<file path="config.mk">
export PLATFORM = sky130hd
export DESIGN_NAME = dffrs_pipe_flat
export DESIGN_NICKNAME = d
export VERILOG_FILES = /design/src/rtl/dffrs_pipe_pkg.sv /design/src/rtl/dffrs_pipe_if.sv /design/src/rtl/dffrs_pipe_stage.sv /design/src/rtl/dffrs_pipe.sv /design/src/flat_wrapper.sv
export SDC_FILE = /design/constraint.sdc
export NUM_CORES = 1
export LEC_CHECK = 0
export ABC_CLOCK_PERIOD_IN_PS = 2700
export CAP_MARGIN = 20
export CORE_MARGIN = 2
export CORE_UTILIZATION = 49
export DETAILED_ROUTE_END_ITERATION = 10
export GPL_TIMING_DRIVEN = 0
export PLACE_DENSITY = 0.85
export SETUP_SLACK_MARGIN = 0.1
export SLEW_MARGIN = 30
export SYNTH_ARGS = -nofsm -noshare
export SYNTH_HDL_FRONTEND = slang
export SYNTH_SLANG_ARGS = --single-unit
</file>
<file path="constraint.sdc">
create_clock -name clk -period 2.7 [get_ports clk]
set_clock_uncertainty 0.2 [all_clocks]
set_input_delay 0.675 -clock clk [delete_from_list [all_inputs] [get_ports clk]]
set_output_delay 0.675 -clock clk [all_outputs]
set_load 0.01 [all_outputs]
</file>
<file path="src/rtl/dffrs_pipe_pkg.sv">
// rtl/dffrs_pipe_pkg.sv - shared constants and sizing helper for the dffrs_pipe slice
package dffrs_pkg;

   localparam int DEF_WIDTH = 8;
   localparam int DEF_DEPTH = 3;

   function automatic int occ_width(input int depth);
      int w;
      w = $clog2(depth + 1);
      return (w < 1) ? 1 : w;
   endfunction

endpackage

</file>
<file path="src/rtl/dffrs_pipe_if.sv">
// rtl/dffrs_pipe_if.sv - upstream/downstream valid/ready bundle for dffrs_pipe
// master drives words in and accepts them out; slave is the pipe itself.
interface dffrs_pipe_if
   import dffrs_pkg::*;
#(
   parameter int WIDTH = DEF_WIDTH
);
   logic             in_valid;
   logic             in_ready;
   logic [WIDTH-1:0] in_data;
   logic             out_valid;
   logic             out_ready;
   logic [WIDTH-1:0] out_data;

   modport master (
      output in_valid, in_data, out_ready,
      input  in_ready, out_valid, out_data
   );

   modport slave (
      input  in_valid, in_data, out_ready,
      output in_ready, out_valid, out_data
   );
endinterface

</file>
<file path="src/rtl/dffrs_pipe_stage.sv">
// rtl/dffrs_pipe_stage.sv - one pipe stage: valid flag plus reset/preset data register
// Preset port and SET_VAL exist only with DFFRS_PIPE_SET_EN.
module dffrs_stage
   import dffrs_pkg::*;
#(
   parameter int               WIDTH     = DEF_WIDTH,
   parameter logic [WIDTH-1:0] RESET_VAL = '0
`ifdef DFFRS_PIPE_SET_EN
   ,
   parameter logic [WIDTH-1:0] SET_VAL   = '1
`endif
) (
   input  logic             clk,
   input  logic             R,
`ifdef DFFRS_PIPE_SET_EN
   input  logic             S,
`endif
   input  logic             i_load,
   input  logic             i_valid,
   input  logic [WIDTH-1:0] i_data,
   output logic             o_valid,
   output logic [WIDTH-1:0] o_data
);
   logic             r_valid;
   logic [WIDTH-1:0] r_data;

   // Empty upstream slots clear the flag but leave the data register alone.
   always_ff @(posedge clk) begin
      if (R) begin
         r_valid <= 1'b0;
         r_data  <= RESET_VAL;
      end
`ifdef DFFRS_PIPE_SET_EN
      else if (S) begin
         r_data <= SET_VAL;
      end
`endif
      else if (i_load) begin
         r_valid <= i_valid;
         if (i_valid) begin
            r_data <= i_data;
         end
      end
   end

   assign o_valid = r_valid;
   assign o_data  = r_data;
endmodule

</file>
<file path="src/rtl/dffrs_pipe.sv">
// rtl/dffrs_pipe.sv - WIDTH x DEPTH valid/ready pipeline of reset/set stages with bubble collapse
// Preset (S port, SET_VAL) is built only with DFFRS_PIPE_SET_EN.
module dffrs_pipe
   import dffrs_pkg::*;
#(
   parameter int               WIDTH     = DEF_WIDTH,
   parameter int               DEPTH     = DEF_DEPTH,
   parameter logic [WIDTH-1:0] RESET_VAL = '0
`ifdef DFFRS_PIPE_SET_EN
   ,
   parameter logic [WIDTH-1:0] SET_VAL   = '1
`endif
) (
   input  logic                          clk,
   input  logic                          R,
`ifdef DFFRS_PIPE_SET_EN
   input  logic                          S,
`endif
   dffrs_pipe_if.slave                   bus,
   output logic [occ_width(DEPTH)-1:0]   occupancy
);
   localparam int OCC_W = occ_width(DEPTH);

   logic             w_set;
   logic             w_rdy  [DEPTH+1];
   logic             w_v    [DEPTH];
   logic             w_up_v [DEPTH];
   logic [WIDTH-1:0] w_d    [DEPTH];
   logic [WIDTH-1:0] w_up_d [DEPTH];
   logic             w_in_hs;
   logic             w_out_hs;
   logic [OCC_W-1:0] r_occ;

`ifdef DFFRS_PIPE_SET_EN
   assign w_set = S;
`else
   assign w_set = 1'b0;
`endif

   assign w_rdy[DEPTH] = bus.out_ready;

   // A stage may load whenever it is empty or its word is moving on.
   for (genvar g = 0; g < DEPTH; g++) begin : g_stage
      assign w_rdy[g] = !w_v[g] || w_rdy[g+1];

      if (g == 0) begin : g_first
         assign w_up_v[g] = bus.in_valid;
         assign w_up_d[g] = bus.in_data;
      end else begin : g_rest
         assign w_up_v[g] = w_v[g-1];
         assign w_up_d[g] = w_d[g-1];
      end

      dffrs_stage #(
         .WIDTH     (WIDTH),
         .RESET_VAL (RESET_VAL)
`ifdef DFFRS_PIPE_SET_EN
         ,
         .SET_VAL   (SET_VAL)
`endif
      ) u_stage (
         .clk     (clk),
         .R       (R),
`ifdef DFFRS_PIPE_SET_EN
         .S       (S),
`endif
         .i_load  (w_rdy[g]),
         .i_valid (w_up_v[g]),
         .i_data  (w_up_d[g]),
         .o_valid (w_v[g]),
         .o_data  (w_d[g])
      );
   end

   assign bus.in_ready  = w_rdy[0] && !w_set;
   assign bus.out_valid = w_v[DEPTH-1] && !w_set;
   assign bus.out_data  = w_d[DEPTH-1];

   assign w_in_hs  = bus.in_valid && bus.in_ready;
   assign w_out_hs = bus.out_valid && bus.out_ready;

   always_ff @(posedge clk) begin
      if (R) begin
         r_occ <= '0;
      end else if (w_in_hs && !w_out_hs) begin
         r_occ <= r_occ + OCC_W'(1);
      end else if (!w_in_hs && w_out_hs) begin
         r_occ <= r_occ - OCC_W'(1);
      end
   end

   assign occupancy = r_occ;
endmodule

</file>
<file path="src/flat_wrapper.sv">
// flat-port wrapper written by rule: the top's interface ports become plain ports
module dffrs_pipe_flat import dffrs_pkg::*;
#(
   parameter int               WIDTH     = DEF_WIDTH,
   parameter int               DEPTH     = DEF_DEPTH,
   parameter logic [WIDTH-1:0] RESET_VAL = '0

)
  (clk, R, occupancy, bus_in_valid, bus_in_data, bus_out_ready, bus_in_ready, bus_out_valid, bus_out_data);
  dffrs_pipe_if #(.WIDTH(WIDTH)) bus_i ();
  input  logic clk;
  input  logic R;
  output logic [occ_width(DEPTH)-1:0] occupancy;
  input wire logic [$bits(bus_i.in_valid)-1:0] bus_in_valid;
  input wire logic [$bits(bus_i.in_data)-1:0] bus_in_data;
  input wire logic [$bits(bus_i.out_ready)-1:0] bus_out_ready;
  output wire logic [$bits(bus_i.in_ready)-1:0] bus_in_ready;
  output wire logic [$bits(bus_i.out_valid)-1:0] bus_out_valid;
  output wire logic [$bits(bus_i.out_data)-1:0] bus_out_data;
  assign bus_i.in_valid = bus_in_valid;
  assign bus_i.in_data = bus_in_data;
  assign bus_i.out_ready = bus_out_ready;
  assign bus_in_ready = bus_i.in_ready;
  assign bus_out_valid = bus_i.out_valid;
  assign bus_out_data = bus_i.out_data;
  dffrs_pipe #(.WIDTH(WIDTH), .DEPTH(DEPTH), .RESET_VAL(RESET_VAL)) u_core (.clk(clk), .R(R), .bus(bus_i), .occupancy(occupancy));
endmodule
</file>
==> results of run 1 <==
[critical path, delay by kind of cell]
family        cells  cell delay [ps]
buf+inv           3              770
simple gates      1              210
[layout by cell type (no fill, tap or decap), types with 6 or more instances in the layout]
cell	instances
dfxtp_1	29
mux2i_1	8
o21ai_0	9
nand3_1	8
clkdlybuf4s50_1	19
clkbuf_1	6
o21ai_1	8
nand4b_1	9
a21oi_1	12
nand2b_1	16
[metal layers]
layer  wire (um)  track usage, %
met5           0               0
met4          70            12.8
met3         104            5.08
met2        1070            31.0
met1        1070            23.8
[through the flow]
| step | TNS (ps) | util [%] | area, um2 | hold WS, ps |
|---|---|---|---|---|
| after floorplan | 0 | - | 1180 | 244 |
| after global placement | -478 | 63.3 | 1430 | 262 |
| after detailed placement | -572 | 63.3 | 1430 | 260 |
| after CTS | 0 | 65.5 | 1480 | 271 |
| after global routing | 0 | 65.5 | 1480 | 292 |
| final | 0 | 65.5 | 1480 | 271 |
[layout make-up]
cell class / instances / share of cell area [%]
flip-flops and latches: 29 / 39.3
repair buffers: 21 / 14.1
well taps: 28 / 2.37
plain buffers: 11 / 4.49
multi-input cells: 81 / 35.9
inverters: 2 / 0.508
clock buffers: 8 / 3.31
[Yosys cell counts]
cell type  count  share of area (%)
nor2b_4        1                1.2
buf_6          2                1.9
a21oi_1       12                5.1
nor2_1         2               0.64
or2b_1         1               0.64
dfxtp_1       29                 49
nand3_1        8                3.4
and2_1         1               0.53
clkbuf_1       3               0.95
o21ai_1        8                3.4
nand2_1        1               0.32
inv_1          2               0.64
or3_1          1               0.53
o21ai_0        9                3.8
nand4b_1       9                6.7
buf_2          6                2.5
ha_1           1                1.1
nand2b_1      16                8.5
a21boi_2       1               0.95
xor2_1         2                1.5
mux2i_1        8                6.8
[worst paths after layout]
kind / endpoint / slack [ps] / cells past startpoint
max: bus_in_ready / 170 / 4
min: u_core.g_stage[2].u_stage.o_data[3] / 270 / 2
max reg2reg: u_core.occupancy[1] / 680 / 6
min reg2reg: u_core.g_stage[2].u_stage.o_data[3] / 270 / 2
[cells by family (layout without fill, tap and decap cells)]
family,after synthesis,after routing
compound gates,30,30
xor+xnor,2,2
fa+ha+maj,1,1
buf+inv,13,42
flops,29,29
mux,8,8
simple gates,40,40
[registers in the layout (all words and copies together) (netlist names)]
| register | cells |
|---|---|
| u_core.occupancy | 2 |
| u_core.g_stage.u_stage.o_data | 24 |
| u_core.g_stage.u_stage.o_valid | 3 |
[power by group through the flow]
stage               clock network [mW]  registers, mW  logic, mW
finish                           0.245          0.453     0.0850
global route                     0.264          0.455     0.0935
CTS                              0.247          0.452     0.0853
detailed placement                   0          0.462     0.0856
global placement                     0          0.461     0.0824
floorplan                            0          0.463     0.0489
==> flow_summary.ini, run 1 <==
[outcome]
outcome = complete, no violations

[cts]
cts_root_buf = clkbuf_4
cts_tree = built
clock_path_buffers = 2
cts_sinks = 29
cts_buffers = 5
path_clk_slew_ps = 90
clk_latency_ps = 320
hold_buffers = 0
cts_resized = 3
cts_setup_buffers = 0
htreeDepth = 2

[power_and_ir_drop]
peakVddDrop_mv = 0.428
clockPowerShare_pct = 31.3
power_density_nw_per_um2 = 530
p_total_mw = 0.783
p_leak_nw = 0.520
power_switching_mw = 0.189
p_sw_share_pct = 24.2
power_frac_comb_pct = 10.9
internal_power_mw = 0.593
p_seq_share_pct = 57.8

[sta]
slew_headroom_pct = 70.3
rsz0062_at_grt = no
slew_viol_final = 0
hold_viol_final = 0
finalSetupViolations = 0
period_needed_ps = 2530
setup_ws_ps = 169
fin_crit_sh_pct = 93.7
worst_slew_pin_slew_ps = 446
timing.fmax_mhz = 395

[yosys]
syn_inst = 123
synth_compound_area_share_pct = 13.2
syn-num-nets = 136
synth-seq-cells = 29
synth_top_family_by_area = simple AND/OR/NAND/NOR gates
synth.area.mux_share_pct = 6.77
syn_area_um2 = 1180
yosys.area_share.adder_pct = 1.06
synth_xor_area_share_pct = 1.48
ys_types = 21
yosysSeqAreaShare_pct = 49.1
syn_avg_cell_area_um2 = 9.61
yosysWarnings = 0
synth-simple-area-share_pct = 22.3

[cells_and_area]
drive_gt1_share_pct = 9.87
num-fill-cells = 199
seq_area_um2 = 581
stdcell_count = 180
diodes = 0
syn2layout_area_growth_pct = 24.9
multiInputGateArea_um2 = 531
fin_nets = 164

[worst_setup_path]
slowest_delay_ps = 290
cpMostUsedCell = dlygate4sd2_1
crit_slowest_cell = dlygate4sd2_1
setup.worst_path.start_class = input pin
crit_type = input pin to output pin
critical_path.max_fanout = 10
worstPathArrival_ps = 1660
critPathRequiredTime_ps = 1820
crit_chain = dlygate4sd2_1 > nand4b_1 > buf_4 > dlygate4sd2_1
cp-end-kind = output pin
critPathLaunch = bus_out_ready
r2r-start = u_core.g_stage[2].u_stage.o_valid

[detailed_routing]
ant_nets = 0
vias = 976
routed_wirelength_um = 2310
wl_per_cell_um = 12.9
vias_per_cell = 5.42
drc = 0
drt_iter0_markers = 19
drt-pass1-iter-count = 6

[floorplanning]
coreArea_um2 = 2250
fp.dieW_um = 53.1
rows = 17
ioPinCount = 24
chipHeight_um = 53.1
initial_core_util_pct = 52.4
die_area_um2 = 2820

[place]
pre_cts_ws_ps = -367
dp_hpwl_um = 1660
gp_congestion = 0.706
portBuffers = 21
dp.cells = 172

[grt]
grt_pass1_vias = 874
antenna_found_initial = 0
overflow = 0
grt_pass1_wl_um = 3920
grtUsageTotal_pct = 19.8
grt_max_degree = 11

[hold_path]
hp-start = u_core.g_stage[1].u_stage.o_data[3]
hold_path_class = flip-flop to flip-flop

[flow_run]
maxCapViolCount = 0
Power figures use the tool's default switching activity.
==> run 2: changes to the inputs <==
- CORE_MARGIN: 2 -> 3
==> run 2 against run 1 <==
Net effect: sequential share of layout area shrank 0.88 points; largest power group unchanged; clock power grew 6%; clock-buffer cell count shrank 1; register-to-register slack lost 100 ps; non-clock buffer count grew 3; sequential power is essentially flat; global-route usage shrank 1.2 points; setup slack gained 16 ps; worst hold slack gained 6.5 ps.
==> flow_summary.ini, run 2 (synthesized netlist as in run 1, its figures left out) <==
[grt]
grt_pass1_wl_um = 3950
grtUsageTotal_pct = 18.6
overflow = 0
grt_pass1_vias = 917
antenna_found_initial = 0
grt_max_degree = 11

[cts]
cts_sinks = 29
clock_path_buffers = 2
cts_root_buf = clkbuf_4
htreeDepth = 2
clk_latency_ps = 320
path_clk_slew_ps = 80
cts_tree = built
cts_buffers = 5

[sta]
timing.fmax_mhz = 398
worst_slew_pin_slew_ps = 409
hold_viol_final = 0
fin_crit_sh_pct = 93.1
whs_ps = 278
slew_viol_final = 0
slew_headroom_pct = 72.8
period_needed_ps = 2510
rsz0062_at_grt = no
setup_ws_ps = 186
finalSetupViolations = 0

[detailed_routing]
wl_per_cell_um = 13.0
vias_per_cell = 5.30
drt_iter0_markers = 9
drc = 0
drt-pass1-iter-count = 4
vias = 964
ant_nets = 0
routed_wirelength_um = 2370

[cells_and_area]
fin_nets = 167
layout_commonest_cell = dfxtp_1
seq_area_um2 = 581
fin_util_pct = 67.0
drive_gt1_share_pct = 12.3
fin_area_um2 = 1510
multiInputGateArea_um2 = 531
largest_reg_flops = 24
num-fill-cells = 200
layout_common_cells = 29 x dfxtp_1, 19 x clkdlybuf4s50_1, 16 x nand2b_1, 12 x a21oi_1
diodes = 0
syn2layout_area_growth_pct = 27.7

[place]
dp_hpwl_um = 1750
pre_cts_ws_ps = -357
portBuffers = 21
postPlaceCellArea_um2 = 1430
gp_congestion = 0.697

[worst_setup_path]
crit_chain = clkdlybuf4s15_1 > nand4b_1 > buf_6 > dlygate4sd2_1
r2r.worst_path.cells = 6
crit_type = input pin to output pin
setup.worst_path.start_class = input pin
r2r-start = u_core.g_stage[2].u_stage.o_valid
critical_path.max_fanout = 5
crit_slowest_cell = dlygate4sd2_1
worstPathArrival_ps = 1640
critPathLaunch = bus_out_ready
critPathRequiredTime_ps = 1820
slowest_delay_ps = 280
cp-end-kind = output pin

[floorplanning]
rows = 17
ioPinCount = 24
coreArea_um2 = 2250
initial_core_util_pct = 52.4
die_area_um2 = 3040
fp.dieW_um = 55.1
chipHeight_um = 55.1

[power_and_ir_drop]
peakVddDrop_mv = 0.345
p_leak_nw = 0.538
power_density_nw_per_um2 = 528
p_total_mw = 0.797

[flow_run]
maxCapViolCount = 0

[outcome]
outcome = complete, no violations

[hold_path]
hold_depth = 2
hp-start = u_core.g_stage[2].u_stage.o_data[3]
hold_path_class = flip-flop to flip-flop
[run 2: cell count changes in the layout (fill, tap and decap cells not counted), sizes merged]
cell,delta
buf,+3
clkbuf,-1
clkdlybuf4s15,+1
dlygate4sd2,-1
[run 2: per-layer routing]
metal / track usage, % / share of wire (%) / vias up
met3: 7.24 / 5.3 / 5
met2: 29.9 / 48 / 24
met1: 22.4 / 45 / 440
met4: 6.48 / 1.2 / 0
li1: - / - / 495
met5: 0 / 0 / -
[run 2: timing repair]
| action | in CTS | in global routing |
|---|---|---|
| gates resized for setup | 3 | 2 |
| setup buffers | 0 | 3 |
| hold endpoints to repair | 0 | 0 |
| endpoints found under the setup margin | 2 | 1 |
| pin swaps | 0 | 0 |
| hold buffers | 0 | 0 |
[run 2: metrics by stage]
step                      setup TNS (ps)  std cells
after global placement              -453        172
final                                  0        182
after floorplan                        0        123
after detailed placement            -596        172
after CTS                              0        179
after global routing                   0        182
[run 2: worst max-delay path: cells and delay by family]
family | cells | cell delay, ps
and+or+nand+nor | 1 | 270
buffers and inverters | 3 | 690
[run 2: cell type report]
cell class                 instances  share of cell area (%)
buffer                            11                    4.64
clock buffer                       7                    3.65
inverter                           2                   0.497
multi-input combinational         81                    35.1
sequential                        29                    38.4
tap                               28                    2.32
timing repair buffer              24                    15.3
[run 2: path summary, 6_finish.rpt]
check                                                      endpoint  slack (ps)
worst max-delay path                                   bus_in_ready         190
worst min-delay path            u_core.g_stage[2].u_stage.o_data[3]         280
worst max register to register                  u_core.occupancy[1]         580
worst min register to register  u_core.g_stage[2].u_stage.o_data[3]         280
[run 2: report_power, final]
part,internal [mW],switching (mW)
Clock,0.123,0.136
Sequential,0.444,0.00912
Combinational,0.0461,0.0393
Total,0.613,0.185
==> run 3: changes to the inputs <==
- ABC_CLOCK_PERIOD_IN_PS: 2700 -> 2300
- CORE_UTILIZATION: 49 -> 44
- PLACE_DENSITY: 0.85 -> 0.81
- clock period: 2.7 -> 2.3 ns (I/O delays scaled with it)
==> run 3 against run 2 <==
Net effect: flip-flop and latch count did not move; setup slack got worse by 28 ps; cell count did not move; die area rose by 10%; clock power rose by 17%; sequential share of layout area unchanged; global-route usage decreased by 3.4 points; critical endpoint is now u_core.occupancy[1]; largest cell class unchanged.
==> flow_summary.ini, run 3 (synthesized netlist as in run 1, its figures left out) <==
[cells_and_area]
drive_gt1_share_pct = 13.2
fin_nets = 165
layout_commonest_cell = dfxtp_1
syn2layout_area_growth_pct = 27.7
multiInputGateArea_um2 = 543
num-fill-cells = 234
largest_reg_flops = 24
stdcell_count = 182
diodes = 0
layout_common_cells = 29 x dfxtp_1, 19 x clkdlybuf4s50_1, 16 x nand2b_1, 12 x a21oi_1
seq_area_um2 = 581

[flow_run]
maxCapViolCount = 0

[floorplanning]
initial_core_util_pct = 46.9
ioPinCount = 24
chipHeight_um = 57.8
die_area_um2 = 3350
rows = 18
fp.dieW_um = 57.8
coreArea_um2 = 2520

[place]
portBuffers = 21
dp_hpwl_um = 1700
dp.cells = 174
gp_congestion = 0.718

[power_and_ir_drop]
p_seq_share_pct = 56.8
peakVddDrop_mv = 0.408
power_switching_mw = 0.214
internal_power_mw = 0.721
power_density_nw_per_um2 = 619
p_leak_nw = 0.533
clockPowerShare_pct = 32.3
power_frac_comb_pct = 10.9
p_sw_share_pct = 22.8

[sta]
slew_headroom_pct = 74.4
whs_ps = 278
slew_viol_final = 0
fin_setup_tns_ps = 0
timing.fmax_mhz = 467
period_needed_ps = 2140
rsz0062_at_grt = no
fin_crit_sh_pct = 93.1
worst_slew_pin_slew_ps = 384
finalSetupViolations = 0
hold_viol_final = 0

[grt]
overflow = 0
grtUsageTotal_pct = 15.1
grt_pass1_vias = 890
antenna_found_initial = 0
grt_pass1_wl_um = 3840
grt_max_degree = 11

[detailed_routing]
drt_iter0_markers = 15
vias_per_cell = 5.21
ant_nets = 0
routed_wirelength_um = 2280
drt-pass1-iter-count = 4
vias = 948
wl_per_cell_um = 12.5
drc = 0

[cts]
cts_root_buf = clkbuf_4
clk_latency_ps = 320
cts_tree = built
clock_path_buffers = 2
path_clk_slew_ps = 80
hold_buffers = 0
htreeDepth = 2
cts_sinks = 29
cts_buffers = 5

[outcome]
outcome = complete, no violations

[worst_setup_path]
slowest_delay_ps = 360
cp-end-kind = flip-flop
crit_type = input pin to flip-flop
crit_slowest_cell = or3_1
setup.worst_path.start_class = input pin
worstPathArrival_ps = 2200
critPathRequiredTime_ps = 2350
critical_path.max_fanout = 9
crit_chain = clkdlybuf4s15_2 > nand4b_1 > and2_1 > clkbuf_4 > ha_4 > or3_1 > a21oi_1

[hold_path]
hold_path_class = flip-flop to flip-flop
run 3: final cells by class:
| cell class | count | share of cell area, % |
|---|---|---|
| plain buffers | 11 | 4.81 |
| clock buffers | 7 | 3.65 |
| inverters | 2 | 0.497 |
| multi-input cells | 81 | 36.0 |
| flip-flops and latches | 29 | 38.4 |
| well taps | 30 | 2.49 |
| repair buffers | 22 | 14.2 |
run 3: routing by layer:
metal | global-route usage [%] | share of wire, % | up-vias
met3 | 6.01 | 6.4 | 4
met2 | 22.4 | 45 | 29
met4 | 7.95 | 1.4 | 0
met1 | 18.8 | 47 | 431
li1 | - | - | 484
met5 | 0 | 0 | -
run 3: worst paths after layout:
path / from / endpoint / slack [ps] / cells after the start
worst max-delay path: bus_out_ready / u_core.occupancy[1] / 160 / 7
worst min-delay path: u_core.g_stage[1].u_stage.o_data[1] / u_core.g_stage[2].u_stage.o_data[1] / 280 / 2
worst max register to register: u_core.g_stage[2].u_stage.o_valid / u_core.occupancy[1] / 310 / 6
worst min register to register: u_core.g_stage[1].u_stage.o_data[1] / u_core.g_stage[2].u_stage.o_data[1] / 280 / 2
run 3: critical path: cells and delay by family:
| family | cells | cell delay [ps] |
|---|---|---|
| buffers and inverters | 2 | 400 |
| adder cells (fa/ha/maj) | 1 | 260 |
| AO/OA/AOI/OAI | 1 | 140 |
| AND/OR/NAND/NOR | 3 | 820 |
run 3: what timing repair did:
| item | in CTS | in global routing |
|---|---|---|
| setup buffers | 1 | 0 |
| setup endpoints to repair | 2 | 2 |
| gates resized for setup | 8 | 2 |
| pin swaps | 0 | 1 |
run 3: power by group through the flow:
stage / clock (mW) / combinational [mW] / sequential, mW
floorplan: 0 / 0.0574 / 0.544
global placement: 0 / 0.0962 / 0.542
detailed placement: 0 / 0.0991 / 0.543
CTS: 0.311 / 0.102 / 0.531
global route: 0.334 / 0.112 / 0.533
finish: 0.302 / 0.102 / 0.531
run 3: metrics by stage:
step	power [mW]	worst slack, ps	util (%)	cell area (um2)
3_5_place_dp	0.642	-557	56.7	1430
5_1_grt	0.980	107	59.9	1510
3_3_place_gp	0.638	-553	56.7	1430
2_1_floorplan	0.601	152	-	1180
6_report	0.935	158	59.9	1510
4_1_cts	0.944	99.4	60.0	1510
